### config.mk
export PLATFORM = sky130hd
export DESIGN_NAME = demux16_1to4_buf
export DESIGN_NICKNAME = d
export VERILOG_FILES = /design/src/rtl/demux16_1to4_buf.sv
export SDC_FILE = /design/constraint.sdc
export NUM_CORES = 1
export LEC_CHECK = 0
export ABC_CLOCK_PERIOD_IN_PS = 7820
export CORE_MARGIN = 1.5
export CORE_UTILIZATION = 40
export DETAILED_ROUTE_END_ITERATION = 12
export SYNTH_ARGS = -nofsm -noshare
export SYNTH_HDL_FRONTEND = slang
export SYNTH_SLANG_ARGS = --single-unit
### constraint.sdc
create_clock -name Clk -period 7.82 [get_ports Clk]
set_clock_uncertainty 0.05 [all_clocks]
set_input_delay 1.564 -clock Clk [delete_from_list [all_inputs] [get_ports Clk]]
set_output_delay 1.564 -clock Clk [all_outputs]
set_load 0.02 [all_outputs]
### src/rtl/demux16_1to4_buf.sv
// demux16_1to4_buf: steers bus words into four per-destination FIFOs,
// each drained through its own valid/ready handshake.
module demux16_1to4_buf #(
  parameter int WIDTH = 16,
  parameter int DEPTH = 2,
  localparam int PW = $clog2(DEPTH),
  localparam int CW = PW + 1
) (
  input  logic             Clk,
  input  logic             Reset,
  input  logic [WIDTH-1:0] Din,
  input  logic [1:0]       sel,
  input  logic             in_valid,
  output logic             in_ready,
  output logic [WIDTH-1:0] D_out_A,
  output logic [WIDTH-1:0] D_out_B,
  output logic [WIDTH-1:0] D_out_C,
  output logic [WIDTH-1:0] D_out_D,
  output logic [3:0]       out_valid,
  input  logic [3:0]       out_ready,
  output logic [CW-1:0]    count_A,
  output logic [CW-1:0]    count_B,
  output logic [CW-1:0]    count_C,
  output logic [CW-1:0]    count_D
);
  logic [WIDTH-1:0] r_mem [4][DEPTH];
  logic [PW-1:0]    r_rd  [4];
  logic [PW-1:0]    r_wr  [4];
  logic [CW-1:0]    r_cnt [4];
  logic [3:0]       w_push;
  logic [3:0]       w_pop;
  logic [WIDTH-1:0] w_head [4];

  // A full FIFO refuses the push even when it pops this cycle: no pass-through.
  assign in_ready = r_cnt[sel] != CW'(DEPTH);

  for (genvar g = 0; g < 4; g++) begin : g_q
    assign w_push[g]    = in_valid && in_ready && (sel == 2'(g));
    assign w_pop[g]     = out_ready[g] && (r_cnt[g] != '0);
    assign out_valid[g] = r_cnt[g] != '0;
    assign w_head[g]    = (r_cnt[g] != '0) ? r_mem[g][r_rd[g]] : '0;
  end

  always_ff @(posedge Clk or negedge Reset) begin
    if (!Reset) begin
      for (int i = 0; i < 4; i++) begin
        r_rd[i]  <= '0;
        r_wr[i]  <= '0;
        r_cnt[i] <= '0;
      end
    end else begin
      for (int i = 0; i < 4; i++) begin
        if (w_push[i]) r_wr[i] <= r_wr[i] + PW'(1);
        if (w_pop[i]) r_rd[i] <= r_rd[i] + PW'(1);
        r_cnt[i] <= (w_push[i] && !w_pop[i]) ? r_cnt[i] + CW'(1) :
                    (!w_push[i] && w_pop[i]) ? r_cnt[i] - CW'(1) : r_cnt[i];
      end
    end
  end

  // Storage is not reset; the cleared counts mask whatever it holds.
  always_ff @(posedge Clk) begin
    for (int i = 0; i < 4; i++)
      if (w_push[i]) r_mem[i][r_wr[i]] <= Din;
  end

  assign D_out_A = w_head[0];
  assign D_out_B = w_head[1];
  assign D_out_C = w_head[2];
  assign D_out_D = w_head[3];
  assign count_A = r_cnt[0];
  assign count_B = r_cnt[1];
  assign count_C = r_cnt[2];
  assign count_D = r_cnt[3];
endmodule

Word level (Yosys, flattened, before mapping):

Memory sizes are Yosys's and may differ from the RTL's.
Cells that the tools add are included.

* bits in registers: 16
* latch bits: 0
* bits in writable memories: 128
* memory bits (read-only): 0
* output and inout port bits: 77
* logic and storage cells: 148
* memories kept: 1

Memory list
* r_mem: depth 4, width 32, read ports 4, clocked after memory_dff 0, wr ports 1, RTL line 26 `logic [WIDTH-1:0] r_mem [4][DEPTH];`

* $add $sub $neg: 16
* multiply operators: 0
* divide/modulo/power cells: 0
* $lt $le $gt $ge: 13
* equality and inequality tests: 4
* shifts and indexed selects: 0
* mux-type cells: 52
* bitwise logic cells: 9
* reduce and logical (&&, ||, !) cells: 41

Operator list (number)
* two-way mux 16 bit: 20
* two-way mux 32 bit: 10
* OR reduction 32 bit: 3
* demux 16 bit (select 1 bit): 4
* two-way mux 2 bit: 13
* logical AND 1 bit: 21
* greater-or-equal comparator 2 bit, second input constant: 8
* NOT 1 -> 2 bit: 8
* nonzero test 2 bit: 8
* adder 1 bit, second input constant: 8
* adder 2 x 1 -> 2 bit, second input constant: 4
* logical NOT 1 bit: 8
* less-than comparator 2 x 1 -> 1 bit, second input constant: 4
* subtractor 2 x 1 -> 2 bit, second input constant: 4
* binary-select mux 2 bit (select 2 bit): 1
* equality test 2 bit, second input constant: 2
* two-way mux 1 bit: 4
* greater-or-equal comparator 3 bit, second input constant: 1
* NOT 2 -> 3 bit: 1
* equality test 2 x 1 -> 1 bit, second input constant: 1
* logical NOT 2 bit: 1
* inequality test 2 bit, second input constant: 1

Depth between registers and ports, before layout:

Gate-level depths: netlist (run 1).

* depth after elaboration: 13
* gate-level depth with buffers: 7
* mapped depth without buffers: 6

Worst setup path before layout (run 1):

OpenSTA, ideal clock, no wires.

* path type: input-to-reg
* start: in in_valid
* end: mem r_mem[1][16] (netlist name) (enable)
* library setup time: 0.432 ns
* data arrival time: 3.287 ns
* path slack: 4.051 ns
* stages on the path: 2
* path through: nand2_1 -> nor4_1

* word-level cells in the longest chain between the ends: 8
* elaborated cells on any way between the ends: 22

RTL lines
* start, declared: RTL line 13 `input logic in_valid,`
* logical AND 1 bit *: RTL line 38 `assign w_push[g] = in_valid && in_ready && (sel == 2'(g));`
* logical AND 1 bit: RTL line 38
* two-way mux 1 bit: RTL line 64 `if (w_push[i]) r_mem[i][r_wr[i]] <= Din;`
* two-way mux 32 bit (not written as such): RTL line 64
* OR reduction 32 bit (no source line)
* two-way mux 2 bit (no source line) / two-way mux 32 bit (equally long branches) (3 in series)
* end, declared: RTL line 26

Mark *: on every way between the ends. The rest lies on a longest branch, timed or not.

Worst setup path after layout (run 1):

* start: in sel[0]
* end: out in_ready

* word-level cells in the longest chain between the ends: 5

RTL lines
* start, declared: RTL line 12 `input logic [1:0] sel,`
* NOT 2 -> 3 bit (not written as such): RTL line 35 `assign in_ready = r_cnt[sel] != CW'(DEPTH);`
* binary-select mux 2 bit (select 2 bit): RTL line 35
* two-way mux 2 bit (not written as such) (2 in series): RTL line 35
* inequality test 2 bit: RTL line 35
* end, declared: RTL line 14 `output logic in_ready,`

Every way passes these cells. The select of a mux whose other input is x is not followed.

==> results of run 1 <==
==> cell families after synthesis <==
logic type	Yosys count
compound gates	4
xor+xnor	20
fa+ha+maj	4
buf+inv	17
flops	144
mux	65
simple gates	90
==> routing by layer <==
layer,vias to the layer above,global-route usage [%],routed length (µm)
met2,82,27.93,5915
met1,1524,20.66,4991
met3,13,3.950,551
li1,1462,-,-
met5,-,0,0
met4,0,7.631,205
==> cell usage in the layout, fill, tap and decap left out, types with 5 or more instances in the layout <==
cell type,instances
clkdlybuf4s50_1,101
clkbuf_8,6
dfrtp_1,16
clkbuf_16,17
xnor2_1,8
xor2_1,10
mux2i_1,64
nor2_1,68
edfxtp_1,128
clkbuf_1,5
==> state kept, by name, summed over array words and instances (netlist names) <==
register / cells
count_A: 2
count_B: 2
count_C: 2
count_D: 2
r_mem: 128
r_rd: 4
r_wr: 4
==> worst max-delay path by stage <==
stage             start                      to  cells after the start
2_1_floorplan  in_valid  r_mem[1][16]$_DFFE_PP_                      2
3_3_place_gp     sel[0]                in_ready                      3
3_5_place_dp     sel[0]                in_ready                      3
4_1_cts          sel[0]                in_ready                      3
5_1_grt          sel[0]                in_ready                      3
6_report         sel[0]                in_ready                      3
==> layout make-up <==
| cell class | count | area [µm²] |
|---|---|---|
| clock inverter | 4 | 95.09 |
| multi-input combinational | 183 | 1366 |
| inverter | 4 | 15.01 |
| fill | 1140 | 6444 |
| clock buffer | 28 | 526.8 |
| timing repair buffer | 102 | 1018 |
| sequential | 144 | 4244 |
| tap | 180 | 225.2 |
==> metrics by stage <==
step                      setup WS, ns  std cells  utilization [%]  instance area (µm²)
after floorplan                  4.051        344                -                 5710
after global placement           3.038        613            49.30                 6869
after detailed placement         3.026        613            49.30                 6869
after CTS                        3.026        645            53.76                 7491
after global routing             2.989        645            53.76                 7491
final                            3.035        645            53.76                 7491
==> power groups by stage <==
| stage | combinational, mW | clock, mW | sequential, mW |
|---|---|---|---|
| final | 1.11 | 0.833 | 1.09 |
| after global routing | 1.19 | 0.880 | 1.11 |
| after CTS | 1.13 | 0.847 | 1.10 |
| after detailed placement | 1.13 | 0 | 1.11 |
| after global placement | 1.12 | 0 | 1.11 |
| after floorplan | 0.695 | 0 | 1.02 |
==> run summary, run 1 <==
Status -> completed
Most frequent CP cell -> clkdlybuf4s50_1
Sequential power share -> 35.9%
Critical hold path startpoint -> r_wr[0]$_DFFE_PN0P_
Post-DP HPWL -> 7424 µm
Nets -> 481
Clk buf depth -> 2
Syn nets -> 373
Synthesized cell area -> 5710 µm²
Clock transition at path regs -> 0.05 ns
IO Pins -> 102
RSZ-0062 raised after global routing -> no
R2R Path Start -> count_A[0]$_DFFE_PN0P_
Clock latency on the worst-skew pair -> 0.41 ns
Via density -> 4.777
Synth Area in Adders -> 0.8764%
Initial Util -> 40.98%
Largest net degree at the start of global routing -> 18
Multiplexer share of the synthesized area -> 11.61%
Max FO, Critical Path -> 5
Net Sw Frac -> 33.33%
YS warnings -> 0
DR pass1 iterations -> 4
Crit-path cells -> clkdlybuf4s50_1 > mux4_2 > clkdlybuf4s50_1
Area fraction of the dominant cell type after synthesis -> 67.31%
Post-DR wirelength/cell -> 18.08 µm
Max VDD drop -> 160.5 µV
First DRT Iteration DRCs -> 140
Post-synthesis simple-gate area fraction -> 7.647%
Fin. max-slew vios -> 0
Reg-to-Reg End -> r_mem[0][10]$_DFFE_PP_
EDFF count, synth -> 128
Setup CP Type -> in2out
TritonCTS Buffers -> 17
Critical Path Max Stage Delay -> 0.55 ns
Post-CTS Resized -> 0
Hold depth -> 1
Setup TNS -> 0 ns
Vias in the first global route -> 3110
XOR/XNOR Fraction of Synth Area -> 3.330%
Die X -> 122.5 µm
CTS tree -> done
Worst-path cell with the longest stage delay -> clkdlybuf4s50_1
Post-CTS Hold Buffers -> 0
Routed Antenna Nets -> 0
Core area -> 13930 µm²
FFs w/ async S/R, synth -> 11.11%
Area delta synth->final -> 31.18%
NetSw -> 1.013 mW
Min Hold Slack -> 0.4312 ns
Die Y -> 122.5 µm
Fmax -> 209.0 MHz
CP Data Required Time -> 6.21 ns
Clock period minus worst slack -> 4.785 ns
Via count -> 3081
Power per Cell Area -> 405.8 nW/µm²
Worst-Margin Slew -> 1.081 ns
Core Rows -> 43
Slew headroom -> 27.96%
Gr usage total -> 16.72%
IO Port Bufs -> 101
Hold Violations, Final -> 0
Mapped Cells -> 344
Pint -> 2.027 mW
Initial antenna violation count -> 0
Period utilization -> 61.18%
Sequential element share of the synthesized area -> 74.32%
Logic gate share of total power -> 36.6%
Post-synth top cells -> 128 x edfxtp_1, 68 x nor2_1, 64 x mux2i_1
Primary FF master, synth -> edfxtp_1
Combinational family with the most area after synthesis -> multiplexers
Drc violations -> 0
Hold Path End -> r_wr[0]$_DFFE_PN0P_
H-tree Lvls -> 4
Worst Reg2Reg Path Length in Cells -> 3
Critical Path End Type -> output pin
Synth top area cells -> edfxtp_1 67%, mux2i_1 11%, dfrtp_1 7.0%, nor2_1 4.5%, xor2_1 1.5%
Synth Area in Compound Gates -> 0.3506%
Total power -> 3.040 mW
Routability cong. -> 0.7428
Diodes inserted -> 0
Clock Root Buffer -> clkbuf_16
CP startpoint kind -> input port
Final WL -> 11660 µm
Post CTS Setup Buffer Count -> 0
HP Class -> reg2reg
#FFs+latches synth -> 144
Share of cells above drive strength 1 -> 9.032%
Reg-to-reg slack, setup -> 5.78 ns
Area leader, netlist -> edfxtp_1
Synth unique cells -> 26
Avg Inst Size Synth -> 16.60 µm²
First-pass GRT wire length -> 17550 µm
Crit path max-delay family -> buffers and inverters
Die Area -> 15000 µm²
CTS Sinks -> 144
Final setup violation count -> 0
Max_cap viols -> 0
Most frequent cell after synthesis -> edfxtp_1
LEAKAGE -> 2.781 nW
CP arrival -> 3.17 ns
Clock power share -> 27.4%
GRT overflow -> 0
Critical path buffer and inverter count -> 2
No activity file was read; power rests on OpenSTA's default activity.
==> inputs of run 2 (changes only) <==
--- a/config.mk
+++ b/config.mk
@@ -5,10 +5,11 @@
 export SDC_FILE = /design/constraint.sdc
 export NUM_CORES = 1
 export LEC_CHECK = 0
-export ABC_CLOCK_PERIOD_IN_PS = 7820
+export ABC_CLOCK_PERIOD_IN_PS = 3900
 export CORE_MARGIN = 1.5
 export CORE_UTILIZATION = 40
 export DETAILED_ROUTE_END_ITERATION = 12
+export PLACE_DENSITY = 0.66
 export SYNTH_ARGS = -nofsm -noshare
 export SYNTH_HDL_FRONTEND = slang
 export SYNTH_SLANG_ARGS = --single-unit
==> constraint.sdc (replaced) <==
create_clock -name Clk -period 3.9 [get_ports Clk]
set_clock_uncertainty 0.05 [all_clocks]
set_input_delay 0.78 -clock Clk [delete_from_list [all_inputs] [get_ports Clk]]
set_output_delay 0.78 -clock Clk [all_outputs]
set_load 0.02 [all_outputs]
==> run 2 against run 1 <==
Routed wire length increased by 4.7%. Cell count up 1.2%. Final area is essentially flat. Global-route usage increased by 0.63 points. Non-clock buffer count rose by 8. Clock power grew 82%. Combinational power up 110%. Count of clock-buffer cells in the layout down 11. Highest routed layer unchanged.
==> run summary, run 2 (synthesis results as in run 1) <==
First DRT Iteration DRCs -> 177
Placed cell area -> 6929 µm²
TritonCTS Buffers -> 17
Worst-Margin Slew -> 0.8903 ns
Fin. max-slew vios -> 0
Via density -> 4.865
Critical Path End Type -> output pin
Clock period minus worst slack -> 3.234 ns
Most frequent cells in the layout -> 128 x edfxtp_1, 101 x clkdlybuf4s50_1, 68 x nor2_1
Net Sw Frac -> 35.49%
Post-DR wirelength/cell -> 18.69 µm
Crit-path cells -> clkdlybuf4s50_1 > mux4_2 > clkdlybuf4s50_1
Number of flip-flops in the largest register -> 128
Power per Cell Area -> 800.1 nW/µm²
Fmax -> 309.2 MHz
NetSw -> 2.127 mW
Max VDD drop -> 314.7 µV
Clock Root Buffer -> clkbuf_16
Layout fillers -> 1133
Initial antenna violation count -> 0
Finished Layout Cells -> 653
H-tree Lvls -> 4
HP Class -> reg2reg
CTS tree -> done
Clock latency on the worst-skew pair -> 0.41 ns
Initial Util -> 40.98%
Nets -> 489
Die Area -> 15000 µm²
Gr usage total -> 17.35%
Post CTS Setup Buffer Count -> 0
Slew headroom -> 40.65%
IO Pins -> 102
DR pass1 iterations -> 4
Via count -> 3177
Status -> completed
Hold depth -> 1
Clock power share -> 25.4%
LEAKAGE -> 2.788 nW
Min Hold Slack -> 0.4305 ns
Final WL -> 12210 µm
Die X -> 122.5 µm
Setup CP Type -> in2out
Routability cong. -> 0.7057
CTS Sinks -> 144
Commonest non-fill, non-tap cell in the layout -> edfxtp_1
Final setup violation count -> 0
Routed Antenna Nets -> 0
Most frequent CP cell -> clkdlybuf4s50_1
IO Port Bufs -> 101
CP startpoint kind -> input port
RSZ-0062 raised after global routing -> no
Post-CTS Resized -> 0
Largest net degree at the start of global routing -> 18
Worst Reg2Reg Path Length in Cells -> 3
Worst-path cell with the longest stage delay -> clkdlybuf4s50_1
Core area -> 13930 µm²
Cell count after placement -> 621
Pint -> 3.865 mW
Clock transition at path regs -> 0.06 ns
Clk buf depth -> 2
Area delta synth->final -> 31.16%
First-pass GRT wire length -> 18460 µm
Max_cap viols -> 0
Logic gate share of total power -> 39.5%
Core Rows -> 43
CP arrival -> 2.40 ns
Post-CTS Hold Buffers -> 0
Diodes inserted -> 0
Share of cells above drive strength 1 -> 11.21%
Design area -> 7490 µm²
Hold Violations, Final -> 0
CP Data Required Time -> 3.07 ns
GRT overflow -> 0
Critical Path Max Stage Delay -> 0.56 ns
Period utilization -> 82.93%
Setup TNS -> 0 ns
Sequential power share -> 35.1%
Drc violations -> 0
Max FO, Critical Path -> 5
Post-DP HPWL -> 7945 µm
Die Y -> 122.5 µm
Vias in the first global route -> 3335
run 2: cell types whose count changed in the layout (fill, tap and decap cells not counted):
cell        change
buf_4           +8
clkbuf_8        -6
clkbuf_1        -5
clkinv_4        +4
inv_6           +3
bufinv_16       -2
clkinv_1        +2
clkinvlp_4      +2
clkinv_2        +1
inv_8           +1
run 2: power groups by stage:
stage | clock, mW | sequential, mW | combinational (mW)
after floorplan | 0 | 2.05 | 1.39
after global placement | 0 | 2.13 | 2.37
after detailed placement | 0 | 2.14 | 2.39
after CTS | 1.54 | 2.11 | 2.41
after global routing | 1.60 | 2.13 | 2.53
final | 1.52 | 2.10 | 2.37
run 2: area by class of cell:
class / instances / area [µm²] / area share, %
Clock buffer: 17 / 425.4 / 5.680
Timing Repair Buffer: 110 / 1079 / 14.40
Sequential cell: 144 / 4244 / 56.67
Tap cell: 180 / 225.2 / 3.007
Clock inverter: 15 / 135.1 / 1.804
Inverter: 4 / 15.01 / 0.2005
Multi-Input combinational cell: 183 / 1366 / 18.24
run 2: final timing paths:
kind,slack [ns],from,to
setup / recovery,0.67,sel[0],in_ready
hold / removal,0.43,r_wr[0]$_DFFE_PN0P_,r_wr[0]$_DFFE_PN0P_
setup reg to reg,1.79,count_C[0]$_DFFE_PN0P_,r_mem[2][15]$_DFFE_PP_
hold reg to reg,0.43,r_wr[0]$_DFFE_PN0P_,r_wr[0]$_DFFE_PN0P_
max in group asynchronous,2.56,Reset,r_wr[1]$_DFFE_PN0P_
min in group asynchronous,0.77,Reset,r_rd[2]$_DFFE_PN0P_
run 2: metal layers:
metal  vias up  GRT usage, %  routed length, µm
met5         -             0                  0
met4         0         6.541                120
met3         8         4.043                533
met2        82         29.75               6313
met1      1606         21.37               5239
li1       1481             -                  -
run 2: per-stage QoR:
step,setup WS (ns),power [mW],utilization [%]
2_1_floorplan,0.9151,3.444,-
3_3_place_gp,0.6787,4.495,49.73
3_5_place_dp,0.6313,4.531,49.73
4_1_cts,0.6450,6.055,53.75
5_1_grt,0.5547,6.267,53.75
6_report,0.6657,5.992,53.75
run 2: critical path: cells and delay by family:
family / cells / cell delay, ns
buf+inv: 2 / 1.11
mux: 1 / 0.52
==> inputs of run 3 (changes only) <==
--- a/config.mk
+++ b/config.mk
@@ -5,11 +5,10 @@
 export SDC_FILE = /design/constraint.sdc
 export NUM_CORES = 1
 export LEC_CHECK = 0
-export ABC_CLOCK_PERIOD_IN_PS = 3900
+export ABC_CLOCK_PERIOD_IN_PS = 3100
 export CORE_MARGIN = 1.5
 export CORE_UTILIZATION = 40
 export DETAILED_ROUTE_END_ITERATION = 12
-export PLACE_DENSITY = 0.66
 export SYNTH_ARGS = -nofsm -noshare
 export SYNTH_HDL_FRONTEND = slang
 export SYNTH_SLANG_ARGS = --single-unit
==> constraint.sdc (replaced) <==
create_clock -name Clk -period 3.1 [get_ports Clk]
set_clock_uncertainty 0.05 [all_clocks]
set_input_delay 0.62 -clock Clk [delete_from_list [all_inputs] [get_ports Clk]]
set_output_delay 0.62 -clock Clk [all_outputs]
set_load 0.02 [all_outputs]
==> run 3 against run 2 <==
Worst hold slack better by 0.0014 ns. Non-clock buffer count is 7 higher. Flip-flop and latch count stayed put. Register-to-register slack worse by 0.42 ns. Sequential power is 27% higher. Critical path type unchanged. Critical endpoint unchanged.
==> run summary, run 3 (synthesis results as in run 1) <==
Crit-path cells -> clkdlybuf4s50_1 > mux4_2 > clkdlybuf4s50_1
Critical Path End Type -> output pin
Number of flip-flops in the largest register -> 128
Final WL -> 11770 µm
Routability cong. -> 0.7095
CP startpoint kind -> input port
Die X -> 122.5 µm
Most frequent cells in the layout -> 128 x edfxtp_1, 101 x clkdlybuf4s50_1, 68 x nor2_1
First-pass GRT wire length -> 17500 µm
GRT overflow -> 0
Post-DR wirelength/cell -> 17.89 µm
Fmax -> 340.9 MHz
Share of cells above drive strength 1 -> 11.51%
Vias in the first global route -> 3137
Setup CP Type -> in2out
Area delta synth->final -> 31.84%
Critical Path Max Stage Delay -> 0.56 ns
Largest net degree at the start of global routing -> 18
TritonCTS Buffers -> 17
Clock Root Buffer -> clkbuf_16
CTS tree -> done
Final setup violation count -> 0
Commonest non-fill, non-tap cell in the layout -> edfxtp_1
Initial Util -> 40.98%
Max FO, Critical Path -> 5
Worst-Margin Slew -> 0.7902 ns
Cell count after placement -> 628
Min Hold Slack -> 0.4319 ns
CP Data Required Time -> 2.43 ns
Reg-to-Reg End -> r_mem[2][7]$_DFFE_PP_
IO Pins -> 102
Hold Violations, Final -> 0
Most frequent CP cell -> clkdlybuf4s50_1
Core area -> 13930 µm²
Worst-path cell with the longest stage delay -> clkdlybuf4s50_1
CP arrival -> 2.26 ns
DR pass1 iterations -> 4
Period utilization -> 94.63%
Reg-to-reg slack, setup -> 1.37 ns
Setup TNS -> 0 ns
IO Port Bufs -> 101
Gr usage total -> 16.65%
R2R Path Start -> count_C[0]$_DFFE_PN0P_
LEAKAGE -> 2.820 nW
Slew headroom -> 47.16%
Clock transition at path regs -> 0.05 ns
Status -> completed
Die Area -> 15000 µm²
Initial antenna violation count -> 0
Max_cap viols -> 0
Post CTS Setup Buffer Count -> 0
Core Rows -> 43
H-tree Lvls -> 4
RSZ-0062 raised after global routing -> no
Drc violations -> 0
Clock latency on the worst-skew pair -> 0.42 ns
Worst setup path start -> sel[0]
Clock period minus worst slack -> 2.933 ns
CTS Sinks -> 144
Via count -> 3113
Via density -> 4.731
Worst Reg2Reg Path Length in Cells -> 4
Placed cell area -> 6994 µm²
First DRT Iteration DRCs -> 167
HP Class -> reg2reg
Diodes inserted -> 0
Die Y -> 122.5 µm
Finished Layout Cells -> 658
Power per Cell Area -> 996.0 nW/µm²
Routed Antenna Nets -> 0
Layout fillers -> 1154
Post-DP HPWL -> 7562 µm
Nets -> 496
Fin. max-slew vios -> 0
Final core utilization -> 54.03%
CP Capture Point -> in_ready
Max VDD drop -> 466.1 µV
Design area -> 7528 µm²
Clk buf depth -> 2
[run 3: critical path: cells and delay by family]
kind / cells / cell delay, ns
multiplexers: 1 / 0.53
buffers and inverters: 2 / 1.11
[run 3: metal layers]
metal | up-vias | wire length [µm] | GRT usage (%)
met1 | 1542 | 5267 | 21.66
met3 | 11 | 414 | 3.764
met5 | - | 0 | 0
li1 | 1491 | - | -
met4 | 0 | 136 | 7.195
met2 | 69 | 5955 | 26.92
[run 3: report_power, final]
part | internal [mW] | switching [mW] | leakage [nW] | total (mW)
Sequential | 2.35 | 0.318 | 1.34 | 2.67
Combinational | 1.43 | 1.55 | 1.21 | 2.99
Clock | 1.15 | 0.689 | 0.264 | 1.84
Total | 4.94 | 2.56 | 2.82 | 7.50
[run 3: how the worst min path moves through the flow]
| stage | endpoint | startpoint | slack [ns] | cells past startpoint |
|---|---|---|---|---|
| floorplan | count_A[0]$_DFFE_PN0P_ | Reset | 0.27 | 0 |
| global placement | r_wr[0]$_DFFE_PN0P_ | r_wr[0]$_DFFE_PN0P_ | 0.41 | 1 |
| detailed placement | r_wr[0]$_DFFE_PN0P_ | r_wr[0]$_DFFE_PN0P_ | 0.42 | 1 |
| CTS | r_wr[0]$_DFFE_PN0P_ | r_wr[0]$_DFFE_PN0P_ | 0.43 | 1 |
| global route | r_wr[0]$_DFFE_PN0P_ | r_wr[0]$_DFFE_PN0P_ | 0.44 | 1 |
| finish | r_wr[0]$_DFFE_PN0P_ | r_wr[0]$_DFFE_PN0P_ | 0.43 | 1 |
[run 3: area by class of cell]
class	count	area (µm²)	share of cell area (%)
sequential	144	4247	56.41
timing repair buffer	117	1144	15.19
clock inverter	11	98.84	1.313
inverter	4	15.01	0.1994
multi-input combinational	183	1366	18.15
tap	180	225.2	2.992
clock buffer	19	432.9	5.750
[run 3: stage by stage]
step           setup WS (ns)  power (mW)
2_1_floorplan         0.2751       4.333
3_3_place_gp          0.2063       5.704
3_5_place_dp          0.1733       5.741
4_1_cts               0.1677       7.583
5_1_grt               0.1234       7.853
6_report              0.1666       7.499
[run 3: timing repair]
item,in CTS,in global routing
hold buffers,0,0
endpoints found under the setup margin,21,0
hold endpoints to repair,0,0
resized for setup,2,0
